===== config.mk =====
export PLATFORM = sky130hd
export DESIGN_NAME = gol_engine_flat
export DESIGN_NICKNAME = d
export VERILOG_FILES = /design/src/rtl/gol_pkg.sv /design/src/rtl/gol_engine_if.sv /design/src/rtl/gol_row_next.sv /design/src/rtl/gol_engine.sv /design/src/flat_wrapper.sv
export SDC_FILE = /design/constraint.sdc
export NUM_CORES = 2
export LEC_CHECK = 0
export ABC_AREA = 1
export CAP_MARGIN = 20
export CORE_UTILIZATION = 58
export CTS_CLUSTER_DIAMETER = 50
export CTS_CLUSTER_SIZE = 10
export DETAILED_ROUTE_END_ITERATION = 6
export GPL_TIMING_DRIVEN = 0
export MAX_ROUTING_LAYER = met4
export PLACE_DENSITY = 0.78
export SLEW_MARGIN = 20
export SYNTH_ARGS = -nofsm -noshare
export SYNTH_HDL_FRONTEND = slang
export SYNTH_SLANG_ARGS = --single-unit

===== constraint.sdc =====
create_clock -name clk -period 20.7 [get_ports clk]
set_clock_uncertainty 0.2 [all_clocks]
set_input_delay 5.175 -clock clk [delete_from_list [all_inputs] [get_ports clk]]
set_output_delay 5.175 -clock clk [all_outputs]
set_load 0.01 [all_outputs]

===== src/rtl/gol_pkg.sv =====
// Shared types, rule defaults and bit helpers for the Game-of-Life engine.
package gol_pkg;

  typedef enum logic [1:0] {
    IDLE,
    FILL,
    UPDATE,
    WAIT_COMMIT
  } gol_state_t;

  localparam logic [8:0]  RULE_B3   = 9'h008;
  localparam logic [8:0]  RULE_S23  = 9'h00C;
  // Right-shift Galois form of x^32 + x^22 + x^2 + x + 1.
  localparam logic [31:0] LFSR_TAPS = 32'h8020_0003;

  function automatic logic [5:0] popcount(input logic [31:0] v);
    logic [5:0] n;
    n = '0;
    for (int unsigned i = 0; i < 32; i++) n = n + {5'b0, v[i]};
    return n;
  endfunction

  function automatic logic [31:0] lfsr_next(input logic [31:0] s);
    return {1'b0, s[31:1]} ^ (s[0] ? LFSR_TAPS : '0);
  endfunction

endpackage


===== src/rtl/gol_engine_if.sv =====
// Control and display-read bus between the UI/renderer side and the engine.
interface gol_engine_if #(
  parameter int LOG_W = 4,
  parameter int LOG_H = 4
);
  logic                   frame_tick;
  logic                   run;
  logic                   step;
  logic                   random_fill;
  logic                   clear;
  logic [31:0]            seed;
  logic [LOG_W-1:0]       rd_x;
  logic [LOG_H-1:0]       rd_y;
  logic                   rd_alive;
  logic                   busy;
  logic [15:0]            gen_count;
  logic [LOG_W+LOG_H:0]   pop_count;

  modport master (
    output frame_tick, run, step, random_fill, clear, seed, rd_x, rd_y,
    input  rd_alive, busy, gen_count, pop_count
  );

  modport slave (
    input  frame_tick, run, step, random_fill, clear, seed, rd_x, rd_y,
    output rd_alive, busy, gen_count, pop_count
  );
endinterface


===== src/rtl/gol_row_next.sv =====
// Next-generation value of one board row from its three-row neighbourhood.
module gol_row_next
  import gol_pkg::*;
#(
  parameter int         LOG_W        = 4,
  parameter logic       WRAP         = 1'b1,
  parameter logic [8:0] RULE_BIRTH   = RULE_B3,
  parameter logic [8:0] RULE_SURVIVE = RULE_S23
) (
  input  logic [(1<<LOG_W)-1:0] above,
  input  logic [(1<<LOG_W)-1:0] mid,
  input  logic [(1<<LOG_W)-1:0] below,
  output logic [(1<<LOG_W)-1:0] next_row,
  output logic [LOG_W:0]        row_pop
);
  localparam int W = 1 << LOG_W;

  logic [W+1:0] pa, pm, pb;
  logic [3:0]   n;

  always_comb begin
    // Pad each row with its off-board column: bit 0 is column -1, bit W+1 is column W.
    pa = {WRAP ? above[0] : 1'b0, above, WRAP ? above[W-1] : 1'b0};
    pm = {WRAP ? mid[0]   : 1'b0, mid,   WRAP ? mid[W-1]   : 1'b0};
    pb = {WRAP ? below[0] : 1'b0, below, WRAP ? below[W-1] : 1'b0};
    n        = '0;
    next_row = '0;
    for (int unsigned x = 0; x < W; x++) begin
      n = 4'(pa[x]) + 4'(pa[x+1]) + 4'(pa[x+2]) +
          4'(pm[x])               + 4'(pm[x+2]) +
          4'(pb[x]) + 4'(pb[x+1]) + 4'(pb[x+2]);
      next_row[x] = pm[x+1] ? RULE_SURVIVE[n] : RULE_BIRTH[n];
    end
    row_pop = (LOG_W+1)'(popcount(32'(next_row)));
  end

endmodule


===== src/rtl/gol_engine.sv =====
// Game-of-Life engine: double-buffered WxH board, one row per clock, commit on frame_tick.
module gol_engine
  import gol_pkg::*;
#(
  parameter int          LOG_W        = 4,
  parameter int          LOG_H        = 4,
  parameter logic        WRAP         = 1'b1,
  parameter logic [8:0]  RULE_BIRTH   = RULE_B3,
  parameter logic [8:0]  RULE_SURVIVE = RULE_S23,
  parameter logic [7:0]  INTERVAL     = 8'd6,
  parameter logic [31:0] SEED_DEFAULT = 32'hACE1
) (
  input logic         clk,
  input logic         reset,
  gol_engine_if.slave bus
);
  localparam int unsigned W  = 1 << LOG_W;
  localparam int unsigned H  = 1 << LOG_H;
  localparam int          PW = LOG_W + LOG_H + 1;

  gol_state_t state, state_next;

  logic [W-1:0]     cur [H];
  logic [W-1:0]     nxt [H];
  logic [LOG_H-1:0] row, row_up, row_dn;
  logic [7:0]       timer;
  logic [31:0]      lfsr;
  logic             fill_rand;
  logic [PW-1:0]    accum;
  logic [PW-1:0]    pop_count;
  logic [15:0]      gen_count;
  logic [W-1:0]     above, below, calc_row, fill_row;
  logic [LOG_W:0]   calc_pop, fill_pop;
  logic             timer_hit, last_row, start_rand;

  assign last_row   = (row == '1);
  assign timer_hit  = bus.run && bus.frame_tick && (timer == INTERVAL - 8'd1);
  assign start_rand = ~bus.clear & bus.random_fill;
  assign row_up     = row - LOG_H'(1);
  assign row_dn     = row + LOG_H'(1);
  assign above      = (!WRAP && row == '0) ? '0 : cur[row_up];
  assign below      = (!WRAP && last_row)  ? '0 : cur[row_dn];
  assign fill_row   = fill_rand ? lfsr[W-1:0] : '0;
  assign fill_pop   = (LOG_W+1)'(popcount(32'(fill_row)));

  gol_row_next #(
    .LOG_W       (LOG_W),
    .WRAP        (WRAP),
    .RULE_BIRTH  (RULE_BIRTH),
    .RULE_SURVIVE(RULE_SURVIVE)
  ) u_row_next (
    .above   (above),
    .mid     (cur[row]),
    .below   (below),
    .next_row(calc_row),
    .row_pop (calc_pop)
  );

  always_ff @(posedge clk or posedge reset) begin
    if (reset) state <= IDLE;
    else       state <= state_next;
  end

  always_comb begin
    state_next = state;
    case (state)
      IDLE: begin
        if (bus.clear || bus.random_fill)        state_next = FILL;
        else if ((bus.step && !bus.run) || timer_hit) state_next = UPDATE;
      end
      FILL:        if (last_row)       state_next = IDLE;
      UPDATE:      if (last_row)       state_next = WAIT_COMMIT;
      WAIT_COMMIT: if (bus.frame_tick) state_next = IDLE;
      default:                         state_next = IDLE;
    endcase
  end

  always_ff @(posedge clk or posedge reset) begin
    if (reset)                                 timer <= '0;
    else if (!bus.run)                         timer <= '0;
    else if (state == IDLE && bus.frame_tick)  timer <= timer_hit ? '0 : timer + 8'd1;
  end

  always_ff @(posedge clk or posedge reset) begin
    if (reset) begin
      for (int unsigned i = 0; i < H; i++) begin
        cur[i] <= '0;
        nxt[i] <= '0;
      end
      row       <= '0;
      lfsr      <= SEED_DEFAULT;
      fill_rand <= 1'b0;
      accum     <= '0;
      gen_count <= '0;
      pop_count <= '0;
    end else begin
      case (state)
        IDLE: begin
          row       <= '0;
          accum     <= '0;
          fill_rand <= start_rand;
          if (start_rand) lfsr <= (bus.seed == '0) ? SEED_DEFAULT : bus.seed;
        end
        FILL: begin
          cur[row] <= fill_row;
          row      <= row + LOG_H'(1);
          accum    <= accum + PW'(fill_pop);
          if (fill_rand) lfsr <= lfsr_next(lfsr);
          if (last_row) begin
            pop_count <= accum + PW'(fill_pop);
            gen_count <= '0;
          end
        end
        UPDATE: begin
          nxt[row] <= calc_row;
          row      <= row + LOG_H'(1);
          accum    <= accum + PW'(calc_pop);
        end
        WAIT_COMMIT: begin
          if (bus.frame_tick) begin
            for (int unsigned i = 0; i < H; i++) cur[i] <= nxt[i];
            gen_count <= gen_count + 16'd1;
            pop_count <= accum;
          end
        end
        default: ;
      endcase
    end
  end

  assign bus.rd_alive  = cur[bus.rd_y][bus.rd_x];
  assign bus.busy      = (state != IDLE);
  assign bus.gen_count = gen_count;
  assign bus.pop_count = pop_count;

endmodule


===== src/flat_wrapper.sv =====
// flat-port wrapper written by rule: the top's interface ports become plain ports
module gol_engine_flat import gol_pkg::*;
#(
  parameter int          LOG_W        = 4,
  parameter int          LOG_H        = 4,
  parameter logic        WRAP         = 1'b1,
  parameter logic [8:0]  RULE_BIRTH   = RULE_B3,
  parameter logic [8:0]  RULE_SURVIVE = RULE_S23,
  parameter logic [7:0]  INTERVAL     = 8'd6,
  parameter logic [31:0] SEED_DEFAULT = 32'hACE1
)
  (clk, reset, bus_frame_tick, bus_run, bus_step, bus_random_fill, bus_clear, bus_seed, bus_rd_x, bus_rd_y, bus_rd_alive, bus_busy, bus_gen_count, bus_pop_count);
  gol_engine_if #(.LOG_W(LOG_W), .LOG_H(LOG_H)) bus_i ();
  input logic clk;
  input logic reset;
  input wire logic [$bits(bus_i.frame_tick)-1:0] bus_frame_tick;
  input wire logic [$bits(bus_i.run)-1:0] bus_run;
  input wire logic [$bits(bus_i.step)-1:0] bus_step;
  input wire logic [$bits(bus_i.random_fill)-1:0] bus_random_fill;
  input wire logic [$bits(bus_i.clear)-1:0] bus_clear;
  input wire logic [$bits(bus_i.seed)-1:0] bus_seed;
  input wire logic [$bits(bus_i.rd_x)-1:0] bus_rd_x;
  input wire logic [$bits(bus_i.rd_y)-1:0] bus_rd_y;
  output wire logic [$bits(bus_i.rd_alive)-1:0] bus_rd_alive;
  output wire logic [$bits(bus_i.busy)-1:0] bus_busy;
  output wire logic [$bits(bus_i.gen_count)-1:0] bus_gen_count;
  output wire logic [$bits(bus_i.pop_count)-1:0] bus_pop_count;
  assign bus_i.frame_tick = bus_frame_tick;
  assign bus_i.run = bus_run;
  assign bus_i.step = bus_step;
  assign bus_i.random_fill = bus_random_fill;
  assign bus_i.clear = bus_clear;
  assign bus_i.seed = bus_seed;
  assign bus_i.rd_x = bus_rd_x;
  assign bus_i.rd_y = bus_rd_y;
  assign bus_rd_alive = bus_i.rd_alive;
  assign bus_busy = bus_i.busy;
  assign bus_gen_count = bus_i.gen_count;
  assign bus_pop_count = bus_i.pop_count;
  gol_engine #(.LOG_W(LOG_W), .LOG_H(LOG_H), .WRAP(WRAP), .RULE_BIRTH(RULE_BIRTH), .RULE_SURVIVE(RULE_SURVIVE), .INTERVAL(INTERVAL), .SEED_DEFAULT(SEED_DEFAULT)) u_core (.clk(clk), .reset(reset), .bus(bus_i));
endmodule

Word-level counts from Yosys, hierarchy flattened. Memories as Yosys holds them, arrays and structs flattened. Cells that the tools add are included.

Eq/ne operators: 12. Bitwise logic cells: 7. Reduce and logical (&&, ||, !) cells: 20. Order comparisons: 22. $add $sub $neg: 148. Multiplexer cells: 91.

Operators by type and width (number): $bwmux 256 (2); $pmux 256 s2 (1); $add 4x1->4 (66); $bmux 16 s4 (4); $mux 256 (1); $mux 16 (12); $mux 32 (4); $add 5x1->5 (25); $lt 4x5->1 const B (17); $add 3x1->4 (16); $demux 16 s4 (1); $pmux 32 s2 (1); $mux 1 (49); $add 2x1->3 (16); $add 1x1->2 (18); $logic_not 32->1 (1); $pmux 16 s2 (1); $xor 31x32->32 (1); $pmux 9 s3 (1); $mux 8 (3); $ge 5x5->1 const B (4); $not 4->5 (4); $add 9x5->9 (2); $mux 9 (2); 30 further kinds (48).

Memories: 32. Output and inout port bits: 27. Input port bits: 47. Logic and storage cells: 372. Memory bits (read-only): 512. Register bits after elaboration: 593.

Memory list: (no name shown) (words 16, bits a word 1, rd ports 1, clocked after Yosys merged registers in 0, write ports 0, line gol_row_next.sv:32) `next_row[x] = pm[x+1] ? RULE_SURVIVE[n] : RULE_BIRTH[n];`; (no name shown) (words 16, bits a word 1, rd ports 1, clocked after Yosys merged registers in 0, write ports 0, line gol_row_next.sv:32); (no name shown) (words 16, bits a word 1, rd ports 1, clocked after Yosys merged registers in 0, write ports 0, line gol_row_next.sv:32); (no name shown) (words 16, bits a word 1, rd ports 1, clocked after Yosys merged registers in 0, write ports 0, line gol_row_next.sv:32); (no name shown) (words 16, bits a word 1, rd ports 1, clocked after Yosys merged registers in 0, write ports 0, line gol_row_next.sv:32); (no name shown) (words 16, bits a word 1, rd ports 1, clocked after Yosys merged registers in 0, write ports 0, line gol_row_next.sv:32); +26 memories.

Longest topological paths before layout.
Depth in word-level cells: 32. Gate-level depth with buffers: 50. Gate-level depth less buffers: 41.

By module. A second synthesis with hierarchy kept.

Cells, all modules: 5256. Area, all modules: 37677.4 sq um.

Modules (own cells, without submodules): gol_engine (instances 1, cells an instance 4829, sequential area each 14849.2 sq um, area an instance 34381.7 sq um); gol_row_next (instances 1, cells an instance 427, sequential area each 0.0 sq um, area an instance 3295.7 sq um).

Least setup slack after synthesis. OpenSTA, ideal clock, no wires.

Kind: input port to output port. From: input bus_rd_y[0]. To: output bus_rd_alive. Arrival time: 6.438 ns. Path buffers: 2. Path slack: 8.887 ns. Required time: 15.325 ns. Stages on the path: 13. Path through: inv_1 -> clkbuf_1 -> clkbuf_1 -> nand2_1 -> nand3_1 -> nand3_1 -> nand3_1 -> nand3_1 -> nand2_1 -> nand2_1 -> nand3_1 -> nand3_1 -> nand2_1.

Longest elaborated chain between the ends: 6.

Ends and longest elaborated chain: from (decl) (line flat_wrapper.sv:23) `input wire logic [$bits(bus_i.rd_y)-1:0] bus_rd_y;`; $not 4->5 (implied by the code) (line gol_engine.sv:131) `assign bus.rd_alive = cur[bus.rd_y][bus.rd_x];`; $bmux 16 s4 (line gol_engine.sv:131); $mux 16 (implied by the code) (2 in a row) (line gol_engine.sv:131); $bmux 1 s4 (line gol_engine.sv:131); $mux 1 (implied by the code) (line gol_engine.sv:131); to (decl) (line flat_wrapper.sv:24) `output wire logic [$bits(bus_i.rd_alive)-1:0] bus_rd_alive;`.

Every way passes these cells. The select of a mux whose other input is x is not followed.

Worst setup path in the final report. Ends and elaborated chain as after synthesis.

==> impl_metrics.py <==
metrics = {
    "placement": {
        "gp_congestion": 1.26,
        "dp.cells": 6100,
        "dpl.hpwl_um": 148000,
        "port-buffer-count": 70,
    },
    "timing": {
        "finalSetupViolCount": 0,
        "rsz0062_at_grt": "no",
        "whs_ns": 0.283,
        "fin_crit_ns": 14.67,
        "tns_ns": 0,
        "max_freq_mhz": 68.2,
        "hold_viol_final": 0,
        "slew_headroom_pct": 13.9,
        "finalCritPeriodShare_pct": 70.9,
        "worst_pin_slew_ns": 1.29,
        "maxSlewViolCount": 0,
    },
    "worst_setup_path": {
        "cp_common_cell": "nand3_1",
        "max_stage_delay_ns": 0.87,
        "crit_slowest_cell": "clkbuf_1",
        "startpoint_type": "primary input",
        "worstSetupPathType": "primary input to output port",
        "critPathRequiredTime_ns": 15.33,
        "crit-reg2reg-launch": "u_core.row[0]",
        "crit_start": "bus_rd_y[0]",
        "end_kind": "output port",
        "crit_arrival_ns": 9.29,
        "crit_fanout": 10,
        "cp_cell_sequence": "clkdlybuf4s50_1 > clkbuf_1 > clkbuf_1 > nand2_1 > nand3_1 > nand3_1 > nand3_1 > nand3_1 > nand2_1 > nand2_1 > nand3_1 > nand3_1 > nand2_1 > clkdlybuf4s50_1",
    },
    "floorplan": {
        "coreArea_um2": 63500,
        "floorplan.initialDensity_pct": 59.2,
        "die_h_um": 257,
        "io-pin-count": 74,
        "die_area_um2": 65800,
        "fp-row-count": 92,
        "die_w_um": 257,
    },
    "drt": {
        "post-route-drc-count": 108,
        "first_iter_violations": 7762,
        "antenna_left": 0,
        "dr.pass1.iters": 7,
        "vias_per_cell": 6.82,
        "totalWireLength_um": 198000,
        "wire_per_inst_um": 31.7,
        "num_vias": 42515,
    },
    "clock_network": {
        "cts_tree": "done",
        "clock_path_buffers": 3,
        "ctsResizeCount": 0,
        "clk_pin_slew_ns": 0.06,
        "ctsHoldBuffers": 0,
        "cts-root-buf": "clkbuf_16",
        "post-cts-setup-buffer-count": 0,
        "h-tree-depth": 3,
        "cts_num_sinks": 593,
        "clk-insertion-delay-late_ns": 0.67,
        "cts_made_buffers": 74,
    },
    "logic_synthesis": {
        "ys.warnings.count": 0,
        "synth-async-reset-ratio_pct": 100,
        "syn_inst": 5164,
        "synth_area_um2": 37600,
        "syn-num-nets": 5378,
        "ys_types": 56,
        "synth_area_per_cell_um2": 7.28,
        "synth-main-ff-cell": "dfrtp_1",
        "seq_area_frac_synth_pct": 39.5,
        "ys_ff_latch": 593,
        "synth_edf_count": 0,
    },
    "worst_hold_path": {
        "hp-class": "flop to flop",
        "hold_start": "u_core.nxt[225]",
    },
    "global_route": {
        "grt_start_max_net_pins": 37,
        "antenna_found_initial": 13,
        "grt_use_total_pct": 60.9,
        "grt_pass1_wl_um": 277000,
        "grt_pass1_vias": 39713,
        "grt_overflow_total": 0,
    },
    "run_status": {
        "status": "complete, but fails checks",
        "violations": "design-rule violations",
    },
    "finish": {
        "final_common_cell": "nand2_1",
        "n_fill_cell": 5351,
        "area_growth_pct": 12.1,
        "multi_input_area_um2": 19000,
        "drive_gt1_share_pct": 6.21,
        "final_cell_mix": "nand2_1, o21ai_0, dfrtp_1, inv_1, a21oi_1",
        "nets": 5544,
        "final_core_util_pct": 66.3,
        "seqCellArea_um2": 14800,
        "final_cells": 6235,
    },
    "job": {
        "max-cap-violations": 0,
    },
}
layout make-up:
type	count	area share, %
plain buffers	356	4.11
well taps	846	2.51
multi-input cells	3662	45.0
diodes	30	0.178
clock buffers	90	4.65
repair buffers	90	2.64
flip-flops and latches	593	35.2
inverters	553	4.94
clock inverters	15	0.712
flip-flops by register name (all words and copies together) (netlist names):
name / flops
u_core.timer: 8
u_core.fill_rand: 1
u_core.cur: 256
u_core.accum: 9
u_core.bus.pop_count: 9
u_core.row: 4
u_core.lfsr: 32
u_core.nxt: 256
u_core.bus.gen_count: 16
u_core.state: 2
layer usage:
layer | wire (µm) | global-route usage [%] | share of wire (%)
met1 | 65800 | 68.8 | 33
met2 | 75400 | 79.2 | 38
met3 | 36400 | 34.2 | 18
met4 | 20000 | 45.5 | 10
met5 | 0 | - | 0
logic make-up after synthesis:
family,count (synthesis),share of synthesized area [%]
AOI/OAI and AO/OA,1457,21.2
xor gates and xnor gates,14,0.346
adders and majority gates,167,7.30
buffers and inverters,909,10.1
DFF,593,39.5
muxes,4,0.107
and+or+nand+nor,2020,21.5
path summary, 6_finish.rpt:
check | end | depth (start not counted) | slack (ns)
max | bus_rd_alive | 14 | 6.03
min in group asynchronous | u_core.cur[230] | 2 | 4.79
max reg2reg | u_core.accum[8] | 44 | 8.58
min | u_core.nxt[225] | 2 | 0.28
max in group asynchronous | u_core.bus.gen_count[5] | 10 | 13.34
min reg2reg | u_core.nxt[225] | 2 | 0.28
stage by stage:
stage,setup WS (ns),area [µm²]
3_5_place_dp,6.48,39800
3_3_place_gp,3.66,39400
6_report,6.03,42200
2_1_floorplan,7.25,37600
5_1_grt,6.24,42100
4_1_cts,6.46,42100
cell usage after synthesis, types with 6 or more instances:
| cell type | n | area share, % |
|---|---|---|
| a211oi_1 | 43 | 0.86 |
| a21oi_1 | 428 | 5.7 |
| a31oi_1 | 36 | 0.60 |
| a32o_1 | 33 | 0.88 |
| buf_1 | 27 | 0.27 |
| buf_2 | 53 | 0.71 |
| buf_4 | 14 | 0.28 |
| buf_6 | 27 | 0.81 |
| clkbuf_1 | 225 | 2.2 |
| clkbuf_2 | 6 | 0.080 |
| dfrtp_1 | 585 | 39 |
| dfstp_2 | 8 | 0.56 |
| fa_1 | 87 | 4.6 |
| ha_1 | 80 | 2.7 |
| inv_1 | 523 | 5.2 |
| inv_2 | 28 | 0.28 |
| nand2_1 | 1462 | 15 |
| nand3_1 | 295 | 3.9 |
| nand3b_1 | 6 | 0.12 |
| nand4_1 | 11 | 0.18 |
| nor2_1 | 216 | 2.2 |
| nor2_2 | 6 | 0.10 |
| nor3_1 | 12 | 0.16 |
| o211ai_1 | 14 | 0.28 |
| o21ai_0 | 754 | 10 |
| o21ai_1 | 73 | 0.97 |
| o21ai_2 | 28 | 0.65 |
| o21ai_4 | 6 | 0.26 |
| o22ai_1 | 16 | 0.27 |
| xor2_1 | 9 | 0.21 |
critical path, delay by kind of cell:
kind                   cells  cell delay, ns
buffers and inverters      4            2.69
and+or+nand+nor           10            1.41
Power is left out: the tool's default activity adds up to more than one toggle a clock period on the data nets, which glitch-free logic cannot reach.
